[src/rtl/sprite_rom_arbiter_if.sv]
// Client/ROM-side bundle for sprite_rom_arbiter: request/grant, ROM strobe/data and return path.
// master = draw clients plus ROM model, slave = the arbiter.
interface sprite_rom_arbiter_if #(
    parameter int unsigned N_REQ  = 4,
    parameter int unsigned ADDR_W = 12,
    parameter int unsigned DATA_W = 8
);
    logic                      en;
    logic [N_REQ-1:0]          req;
    logic [N_REQ*ADDR_W-1:0]   req_addr;
    logic [N_REQ-1:0]          gnt;
    logic                      rom_rd;
    logic [ADDR_W-1:0]         rom_addr;
    logic [DATA_W-1:0]         rom_data;
    logic [N_REQ-1:0]          rd_valid;
    logic [DATA_W-1:0]         rd_data;
    logic                      busy;

    modport master (
        output en, req, req_addr, rom_data,
        input  gnt, rom_rd, rom_addr, rd_valid, rd_data, busy
    );

    modport slave (
        input  en, req, req_addr, rom_data,
        output gnt, rom_rd, rom_addr, rd_valid, rd_data, busy
    );
endinterface

[src/rtl/sprite_rom_arbiter.sv]
// Round-robin arbiter sharing one synchronous sprite/palette ROM among N_REQ draw clients;
// an owner shift register routes each read's data back to the client that was granted.
module sprite_rom_arbiter #(
    parameter int unsigned N_REQ   = 4,
    parameter int unsigned ADDR_W  = 12,
    parameter int unsigned DATA_W  = 8,
    parameter int unsigned ROM_LAT = 2
) (
    input logic                 Clk,
    input logic                 Reset,
    sprite_rom_arbiter_if.slave bus
);
    localparam int unsigned PtrW = $clog2(N_REQ);

    logic [ADDR_W-1:0] addr_arr [N_REQ];
    logic [N_REQ-1:0]  eligible;
    logic [N_REQ-1:0]  gnt_d, gnt_q;
    logic [PtrW-1:0]   ptr_d, ptr_q;
    logic [PtrW-1:0]   idx_w;
    logic [ADDR_W-1:0] rom_addr_d, rom_addr_q;
    logic [N_REQ-1:0]  own_q [ROM_LAT];
    logic              own_any;
    logic [N_REQ-1:0]  rd_valid_q;
    logic [DATA_W-1:0] rd_data_q;
    logic              found;

    for (genvar g = 0; g < N_REQ; g++) begin : g_addr
        assign addr_arr[g] = bus.req_addr[g*ADDR_W +: ADDR_W];
    end

    // A client is masked in its own grant cycle so a held req is never granted twice.
    always_comb begin
        eligible   = bus.req & ~gnt_q;
        gnt_d      = '0;
        ptr_d      = ptr_q;
        rom_addr_d = rom_addr_q;
        found      = 1'b0;
        idx_w      = '0;
        if (bus.en) begin
            for (int i = 0; i < N_REQ; i++) begin
                idx_w = PtrW'((32'(ptr_q) + 32'(i)) % N_REQ);
                if (!found && eligible[idx_w]) begin
                    found        = 1'b1;
                    gnt_d[idx_w] = 1'b1;
                    rom_addr_d   = addr_arr[idx_w];
                    ptr_d        = PtrW'((32'(idx_w) + 32'd1) % N_REQ);
                end
            end
        end
    end

    always_comb begin
        own_any = 1'b0;
        for (int j = 0; j < ROM_LAT; j++) begin
            own_any = own_any | (|own_q[j]);
        end
    end

    always_ff @(posedge Clk) begin
        if (Reset) begin
            gnt_q      <= '0;
            ptr_q      <= '0;
            rom_addr_q <= '0;
            rd_valid_q <= '0;
            rd_data_q  <= '0;
            for (int j = 0; j < ROM_LAT; j++) begin
                own_q[j] <= '0;
            end
        end else begin
            gnt_q      <= gnt_d;
            ptr_q      <= ptr_d;
            rom_addr_q <= rom_addr_d;
            own_q[0]   <= gnt_q;
            for (int j = 1; j < ROM_LAT; j++) begin
                own_q[j] <= own_q[j-1];
            end
            // Last owner stage lines up with the cycle rom_data is valid.
            rd_valid_q <= own_q[ROM_LAT-1];
            if (|own_q[ROM_LAT-1]) begin
                rd_data_q <= bus.rom_data;
            end
        end
    end

    assign bus.gnt      = gnt_q;
    assign bus.rom_rd   = |gnt_q;
    assign bus.rom_addr = rom_addr_q;
    assign bus.rd_valid = rd_valid_q;
    assign bus.rd_data  = rd_data_q;
    assign bus.busy     = (|gnt_q) | own_any | (|rd_valid_q);
endmodule

[src/flat_wrapper.sv]
// flat-port wrapper written by rule: the top's interface ports become plain ports
module sprite_rom_arbiter_flat 
#(
    parameter int unsigned N_REQ   = 4,
    parameter int unsigned ADDR_W  = 12,
    parameter int unsigned DATA_W  = 8,
    parameter int unsigned ROM_LAT = 2
)
  (Clk, Reset, bus_en, bus_req, bus_req_addr, bus_rom_data, bus_gnt, bus_rom_rd, bus_rom_addr, bus_rd_valid, bus_rd_data, bus_busy);
  sprite_rom_arbiter_if #(.N_REQ(N_REQ), .ADDR_W(ADDR_W), .DATA_W(DATA_W)) bus_i ();
  input logic Clk;
  input logic Reset;
  input wire logic [$bits(bus_i.en)-1:0] bus_en;
  input wire logic [$bits(bus_i.req)-1:0] bus_req;
  input wire logic [$bits(bus_i.req_addr)-1:0] bus_req_addr;
  input wire logic [$bits(bus_i.rom_data)-1:0] bus_rom_data;
  output wire logic [$bits(bus_i.gnt)-1:0] bus_gnt;
  output wire logic [$bits(bus_i.rom_rd)-1:0] bus_rom_rd;
  output wire logic [$bits(bus_i.rom_addr)-1:0] bus_rom_addr;
  output wire logic [$bits(bus_i.rd_valid)-1:0] bus_rd_valid;
  output wire logic [$bits(bus_i.rd_data)-1:0] bus_rd_data;
  output wire logic [$bits(bus_i.busy)-1:0] bus_busy;
  assign bus_i.en = bus_en;
  assign bus_i.req = bus_req;
  assign bus_i.req_addr = bus_req_addr;
  assign bus_i.rom_data = bus_rom_data;
  assign bus_gnt = bus_i.gnt;
  assign bus_rom_rd = bus_i.rom_rd;
  assign bus_rom_addr = bus_i.rom_addr;
  assign bus_rd_valid = bus_i.rd_valid;
  assign bus_rd_data = bus_i.rd_data;
  assign bus_busy = bus_i.busy;
  sprite_rom_arbiter #(.N_REQ(N_REQ), .ADDR_W(ADDR_W), .DATA_W(DATA_W), .ROM_LAT(ROM_LAT)) u_core (.Clk(Clk), .Reset(Reset), .bus(bus_i));
endmodule
[config.mk]
export PLATFORM = sky130hd
export DESIGN_NAME = sprite_rom_arbiter_flat
export DESIGN_NICKNAME = d
export VERILOG_FILES = /design/src/rtl/sprite_rom_arbiter_if.sv /design/src/rtl/sprite_rom_arbiter.sv /design/src/flat_wrapper.sv
export SDC_FILE = /design/constraint.sdc
export NUM_CORES = 1
export LEC_CHECK = 0
export CAP_MARGIN = 20
export CELL_PAD_IN_SITES_DETAIL_PLACEMENT = 0
export CELL_PAD_IN_SITES_GLOBAL_PLACEMENT = 1
export CORE_ASPECT_RATIO = 0.9
export CORE_UTILIZATION = 36
export DETAILED_ROUTE_END_ITERATION = 7
export PLACE_DENSITY = 0.87
export RECOVER_POWER = 25
export SYNTH_ARGS = -nofsm -noshare
export SYNTH_HDL_FRONTEND = slang
export SYNTH_SLANG_ARGS = --single-unit
[constraint.sdc]
create_clock -name Clk -period 3 [get_ports Clk]
set_input_delay 0.6 -clock Clk [delete_from_list [all_inputs] [get_ports Clk]]
set_output_delay 0.6 -clock Clk [all_outputs]
set_load 0.005 [all_outputs]
After elaboration in Yosys (flattened, before gate mapping)
Memory sizes are Yosys's and may differ from the RTL's.
Index checks and enable logic that the tools add are counted.
- add/subtract/negate cells: 6
- order comparisons: 12
- mux-type cells: 54
- bitwise gates (word level): 15
- reduce and logical (&&, ||, !) cells: 17
- operator list (cell ; number):
    two-way mux 12 bit ; 12
    binary-select mux 12 bit (select 2 bit) ; 4
    two-way mux 4 bit ; 9
    two-way mux 1 bit ; 17
    OR reduction 4 bit ; 4
    >= comparator 3 bit, second input constant ; 4
    < comparator 2 x 3 -> 1 bit, second input constant ; 4
    inverter 2 -> 3 bit ; 4
    bitwise OR 4 bit ; 3
    adder 2 x 1 -> 2 bit, second input constant ; 4
    binary-select mux 1 bit (select 2 bit) ; 4
    demux 1 bit (select 2 bit) ; 4
    >= comparator 2 x 1 -> 1 bit, second input constant ; 4
    two-way mux 2 bit ; 4
    logical AND 1 bit ; 7
    bitwise OR 1 bit ; 5
    adder 2 bit, second input constant ; 2
    bitwise AND 4 bit ; 1
    inverter 4 bit ; 1
    nonzero test 4 bit ; 1
    zero test 1 bit ; 3
    AND reduction 2 bit ; 1
    OR reduction 2 bit ; 1
    inverter 1 bit ; 1
- register bits after elaboration: 30
- memory bits (writable): 8
- word-level logic and storage cells: 110
- memories: 1
- memories (memory ; depth ; width ; rd ports ; clocked after memory_dff ; wr ports ; line ; source):
    u_core.own_q ; 2 ; 4 ; 2 ; 0 ; 2 ; sprite_rom_arbiter.sv:21 ; logic [N_REQ-1:0] own_q [ROM_LAT];

Logic depth before layout (Yosys ltp)
- depth after elaboration: 18
- depth in mapped cells: 13
- mapped depth without buffers: 9

Worst setup path after synthesis
Ideal clock, no wire load.
- kind: reg-to-reg
- from: register u_core.ptr_q[1]
- to: register u_core.rom_addr_q[11] (netlist: u_core.bus.rom_addr[11])
- arrival time: 2.589 ns
- slack: 0.274 ns
- cell stages (with the launch flop): 14
- path buffers: 4
- period minus slack after synthesis: 2.726 ns
- cell sequence: dfxtp_1 -> inv_2 -> clkbuf_1 -> ha_1 -> nor3b_1 -> a211oi_2 -> a21boi_0 -> a21o_1 -> buf_2 -> buf_4 -> buf_2 -> a21oi_1 -> o211ai_1 -> a31oi_1
- cells in the longest elaborated chain, start to end: 16
- elaborated cells between the ends (all ways): 45
- those cells by class: add/sub: 3; mux: 30; bitwise: 4; reduce/logical: 8
- RTL lines (what ; line ; source):
    start, declared ; sprite_rom_arbiter.sv:18 ; logic [PtrW-1:0] ptr_d, ptr_q;
    start signal, assigned ; sprite_rom_arbiter.sv:71 ; ptr_q <= ptr_d;
    binary-select mux 1 bit (select 2 bit) ; sprite_rom_arbiter.sv:42 ; if (!found && eligible[idx_w]) begin
    two-way mux 1 bit (not written as such) ; sprite_rom_arbiter.sv:42 ;
    two-way mux 1 bit ; sprite_rom_arbiter.sv:42 ;
    two-way mux 1 bit ; sprite_rom_arbiter.sv:39 ; if (bus.en) begin
    zero test 1 bit ; sprite_rom_arbiter.sv:42 ;
    logical AND 1 bit ; sprite_rom_arbiter.sv:42 ;
    two-way mux 1 bit ; sprite_rom_arbiter.sv:42 ;
    two-way mux 1 bit ; sprite_rom_arbiter.sv:39 ;
    zero test 1 bit ; sprite_rom_arbiter.sv:42 ;
    logical AND 1 bit ; sprite_rom_arbiter.sv:42 ;
    two-way mux 1 bit ; sprite_rom_arbiter.sv:42 ;
    two-way mux 1 bit ; sprite_rom_arbiter.sv:39 ;
    zero test 1 bit ; sprite_rom_arbiter.sv:42 ;
    logical AND 1 bit ; sprite_rom_arbiter.sv:42 ;
    nonzero test 4 bit (no line) ; -- ;
    AND reduction 2 bit (no line) ; -- ;
    end signal, assigned ; sprite_rom_arbiter.sv:72 ; rom_addr_q <= rom_addr_d;
    end, declared ; sprite_rom_arbiter.sv:20 ; logic [ADDR_W-1:0] rom_addr_d, rom_addr_q;
Several ways; a longest one is shown, not always the timed one. The select of a mux whose other input is x is not followed.
A chain may end at the register's enable or synchronous reset.

Worst setup path after layout
- from: input port bus_req[2]
- to: register u_core.rom_addr_q[0] (netlist: u_core.bus.rom_addr[0])
- cells in the longest elaborated chain, start to end: 17
- elaborated cells between the ends (all ways): 26
- those cells by class: mux: 17; bitwise: 1; reduce/logical: 8
- RTL lines (what ; line ; source):
    start, declared ; flat_wrapper.sv:14 ; input wire logic [$bits(bus_i.req)-1:0] bus_req;
    bitwise AND 4 bit * ; sprite_rom_arbiter.sv:33 ; eligible = bus.req & ~gnt_q;
    binary-select mux 1 bit (select 2 bit) ; sprite_rom_arbiter.sv:42 ;
    two-way mux 1 bit (not written as such) ; sprite_rom_arbiter.sv:42 ;
    two-way mux 1 bit ; sprite_rom_arbiter.sv:42 ;
    two-way mux 1 bit ; sprite_rom_arbiter.sv:39 ;
    zero test 1 bit ; sprite_rom_arbiter.sv:42 ;
    logical AND 1 bit ; sprite_rom_arbiter.sv:42 ;
    two-way mux 1 bit ; sprite_rom_arbiter.sv:42 ;
    two-way mux 1 bit ; sprite_rom_arbiter.sv:39 ;
    zero test 1 bit ; sprite_rom_arbiter.sv:42 ;
    logical AND 1 bit ; sprite_rom_arbiter.sv:42 ;
    two-way mux 1 bit ; sprite_rom_arbiter.sv:42 ;
    two-way mux 1 bit ; sprite_rom_arbiter.sv:39 ;
    zero test 1 bit ; sprite_rom_arbiter.sv:42 ;
    logical AND 1 bit ; sprite_rom_arbiter.sv:42 ;
    nonzero test 4 bit (no line) ; -- ;
    AND reduction 2 bit (no line) ; -- ;
Every way passes the cells marked *; elsewhere a longest branch is shown, timed or not. The select of a mux whose other input is x is not followed.

==> run metrics <==
Sink Count 38; min-delay src u_core.bus.rom_addr[4]; Final Power 0.00372 W; Hold Crit Endpoint u_core.bus.rom_addr[4]; total track usage 0.190; CTS resizes 0; hold buffer count at cts 0; Bufs on Longest Clock Path 2; CP cell instances clkdlybuf4s50_1 > nor2b_1 > mux4_2 > nor3_1 > buf_4 > or3_1 > a221oi_1 > o32ai_1; commonest cells in the netlist 38 x dfxtp_1, 35 x mux4_2, 32 x nand2_1; global-route wire length before repair 14,100 microns; synthesized area per cell 9.66 sq um; syn nets 405; Tcrit/Tclk final 0.904; Leak Pwr 1.64 nW; DP HPWL 6260 microns; Finish-stage setup viols 0; Worst-Skew Late Latency 0.30 ns; critical path's slowest cell clkdlybuf4s50_1; fin. max-slew vios 0; Mapped Cells 334; DRT iter0 DRCs 150; hold depth 2; Required @ worst endpoint 3.12 ns; PD cells 836 nW/um^2; CP Launch Type input port; Post-CTS Setup Bufs 0; H-tree depth 2; Worst-path clk slew 0.08 ns; Crit Path Class input port to flop; Synth cell types 48; largest net degree at the start of global routing 56; clock period minus worst slack 2.71 ns; top-count cell post-synth dfxtp_1; fin nets 494; die area 9350 sq um; initial antenna violation count 0; YS warnings 0; status finished clean; Worst Path Arrival 2.83 ns; FP Rows 32; slowest cell delay on critical path 0.48 ns; 1st-pass router iterations 5; I/O pins 93; cell area after synthesis 3230 sq um; Routed Antenna Nets 0; diodes inserted 0; Reg2Reg Depth 9; Worst setup EP type flop; RSZ-0062 raised after global routing no; post-synth top area share 0.244; synth-to-layout area growth 38.0%; Main synth FF type dfxtp_1; Hold Crit Class flop to flop; Peak supply drop 326 uV; CP Buf/Inv Count 2; Seq/Total Area, Yosys 0.236; DRT Wirelength 8610 microns; setup TNS 0 ns; Max Cap Viol 0; endpoints failing hold 0; Reg2Reg Setup Slack 0.30 ns; reg2reg end u_core.bus.rom_addr[0]; Root Buffer clkbuf_8; flops & latches, synth 38; vias in the first global route 3,010; Reg-to-Reg Start u_core.ptr_q[0]; DR vias/cell 5.64; ratio of cells with drive above 1 in the final layout 0.189; # DRC 0; cts bufs inserted 5; Slew Limit Headroom 0.111; CP delay by family, top simple AND/OR/NAND/NOR gates; CTS tree built; fill count 791; Max FO, Critical Path 7; EDFF count, synth 0; Routability Congestion 0.859; DR WL/cell 15.9 microns; Die Y 91.8 microns; Max Clk Rate 0.369 GHz; Port Buffers 92; Die X-Extent 102 microns; measured slew at the worst slew-check pin 1.33 ns; routed vias 3,061; Core Region 8650 sq um; Synth area leader mux4_2; clk_skew 0.0107 ns; Starting Density 0.373; gr ovfl total 0; main area contributors after synthesis mux4_2 24%, dfxtp_1 24%, mux2i_1 8.1%; asr flop ratio synth 0
report_power, final:
part	total [W]	switching [W]	internal, W	leakage (nW)
clock	0.000527	0.000194	0.000333	0.0683
combinational	0.00252	0.00123	0.00129	1.26
sequential	0.000677	0.0000685	0.000609	0.311
total	0.00372	0.00149	0.00223	1.64
worst register-to-register path: cells and delay by family, from the launching register on:
kind	cells	cell delay, ns
fa+ha+maj	1	0.39
simple gates	3	0.76
buf+inv	2	0.27
flops	1	0.35
compound gates	3	0.75
per-layer routing:
layer | track usage | wire [microns]
met1 | 0.243 | 3790
met2 | 0.322 | 4120
met3 | 0.0373 | 600
met4 | 0.0595 | 106
met5 | 0 | 0
cell families after synthesis:
| kind of cell | Yosys count | synth area share |
|---|---|---|
| AND/OR/NAND/NOR | 125 | 0.202 |
| XOR/XNOR | 1 | 0.00271 |
| buffers and inverters | 34 | 0.0469 |
| multiplexers | 62 | 0.328 |
| flip-flops | 38 | 0.236 |
| AO/OA/AOI/OAI | 66 | 0.153 |
| adder cells (fa/ha/maj) | 8 | 0.0310 |
worst max path at each step:
| stage | start | end | slack [ns] | cells after the start |
|---|---|---|---|---|
| 5_1_grt | u_core.ptr_q[0] | u_core.bus.rom_addr[8] | 0.08 | 8 |
| 2_1_floorplan | u_core.ptr_q[1] | u_core.bus.rom_addr[11] | 0.27 | 13 |
| 3_5_place_dp | bus_req[2] | u_core.bus.rom_addr[5] | 0.03 | 8 |
| 3_3_place_gp | bus_req[2] | u_core.ptr_q[1] | 0.09 | 7 |
| 6_report | bus_req[2] | u_core.bus.rom_addr[0] | 0.29 | 8 |
| 4_1_cts | u_core.ptr_q[0] | u_core.bus.rom_addr[2] | 0.31 | 8 |
stage by stage:
stage | util | area [sq um] | std cells | hold slack [ns] | setup WS (ns)
3_3_place_gp | 0.500 | 4320 | 535 | 0.455 | 0.0853
5_1_grt | 0.515 | 4450 | 543 | 0.490 | 0.0834
3_5_place_dp | 0.500 | 4320 | 535 | 0.454 | 0.0342
6_report | 0.515 | 4450 | 543 | 0.463 | 0.288
4_1_cts | 0.515 | 4460 | 543 | 0.469 | 0.308
2_1_floorplan | - | 3230 | 334 | 0.438 | 0.274
registers in the layout, summed over array words and instances, names as in the netlist:
register,cells
u_core.bus.rom_addr,12
u_core.bus.rd_data,8
u_core.own_q,8
u_core.bus.gnt,4
u_core.bus.rd_valid,4
u_core.ptr_q,2
placed cells by master, fill, tap and decap left out, drive strengths merged, types with 2 or more instances in the layout:
cell type,instances
clkdlybuf4s50,91
dfxtp,38
mux4,35
nand2,32
mux2i,26
nor2,26
nor2b,20
buf,16
a21oi,13
nand2b,12
nand3,12
nor3,8
ha,8
o21ai,8
o211ai,7
inv,7
o221ai,6
o31a,6
a31oi,6
clkbuf,6
o21bai,5
a222oi,4
nor4,4
or3,3
a21o,2
and3,2
o21a,2
bufinv,2
layout make-up:
class                           instances  area, sq um  area share
Multi-Input combinational cell        262         2320       0.521
Timing Repair Buffer                  109         1060       0.237
Sequential cell                        38          762       0.171
Tap cell                              119          149      0.0334
Clock buffer                            5         68.8      0.0154
Clock inverter                          3         68.8      0.0154
Inverter                                7         26.3     0.00590
No activity file was read; power rests on OpenSTA's default activity.
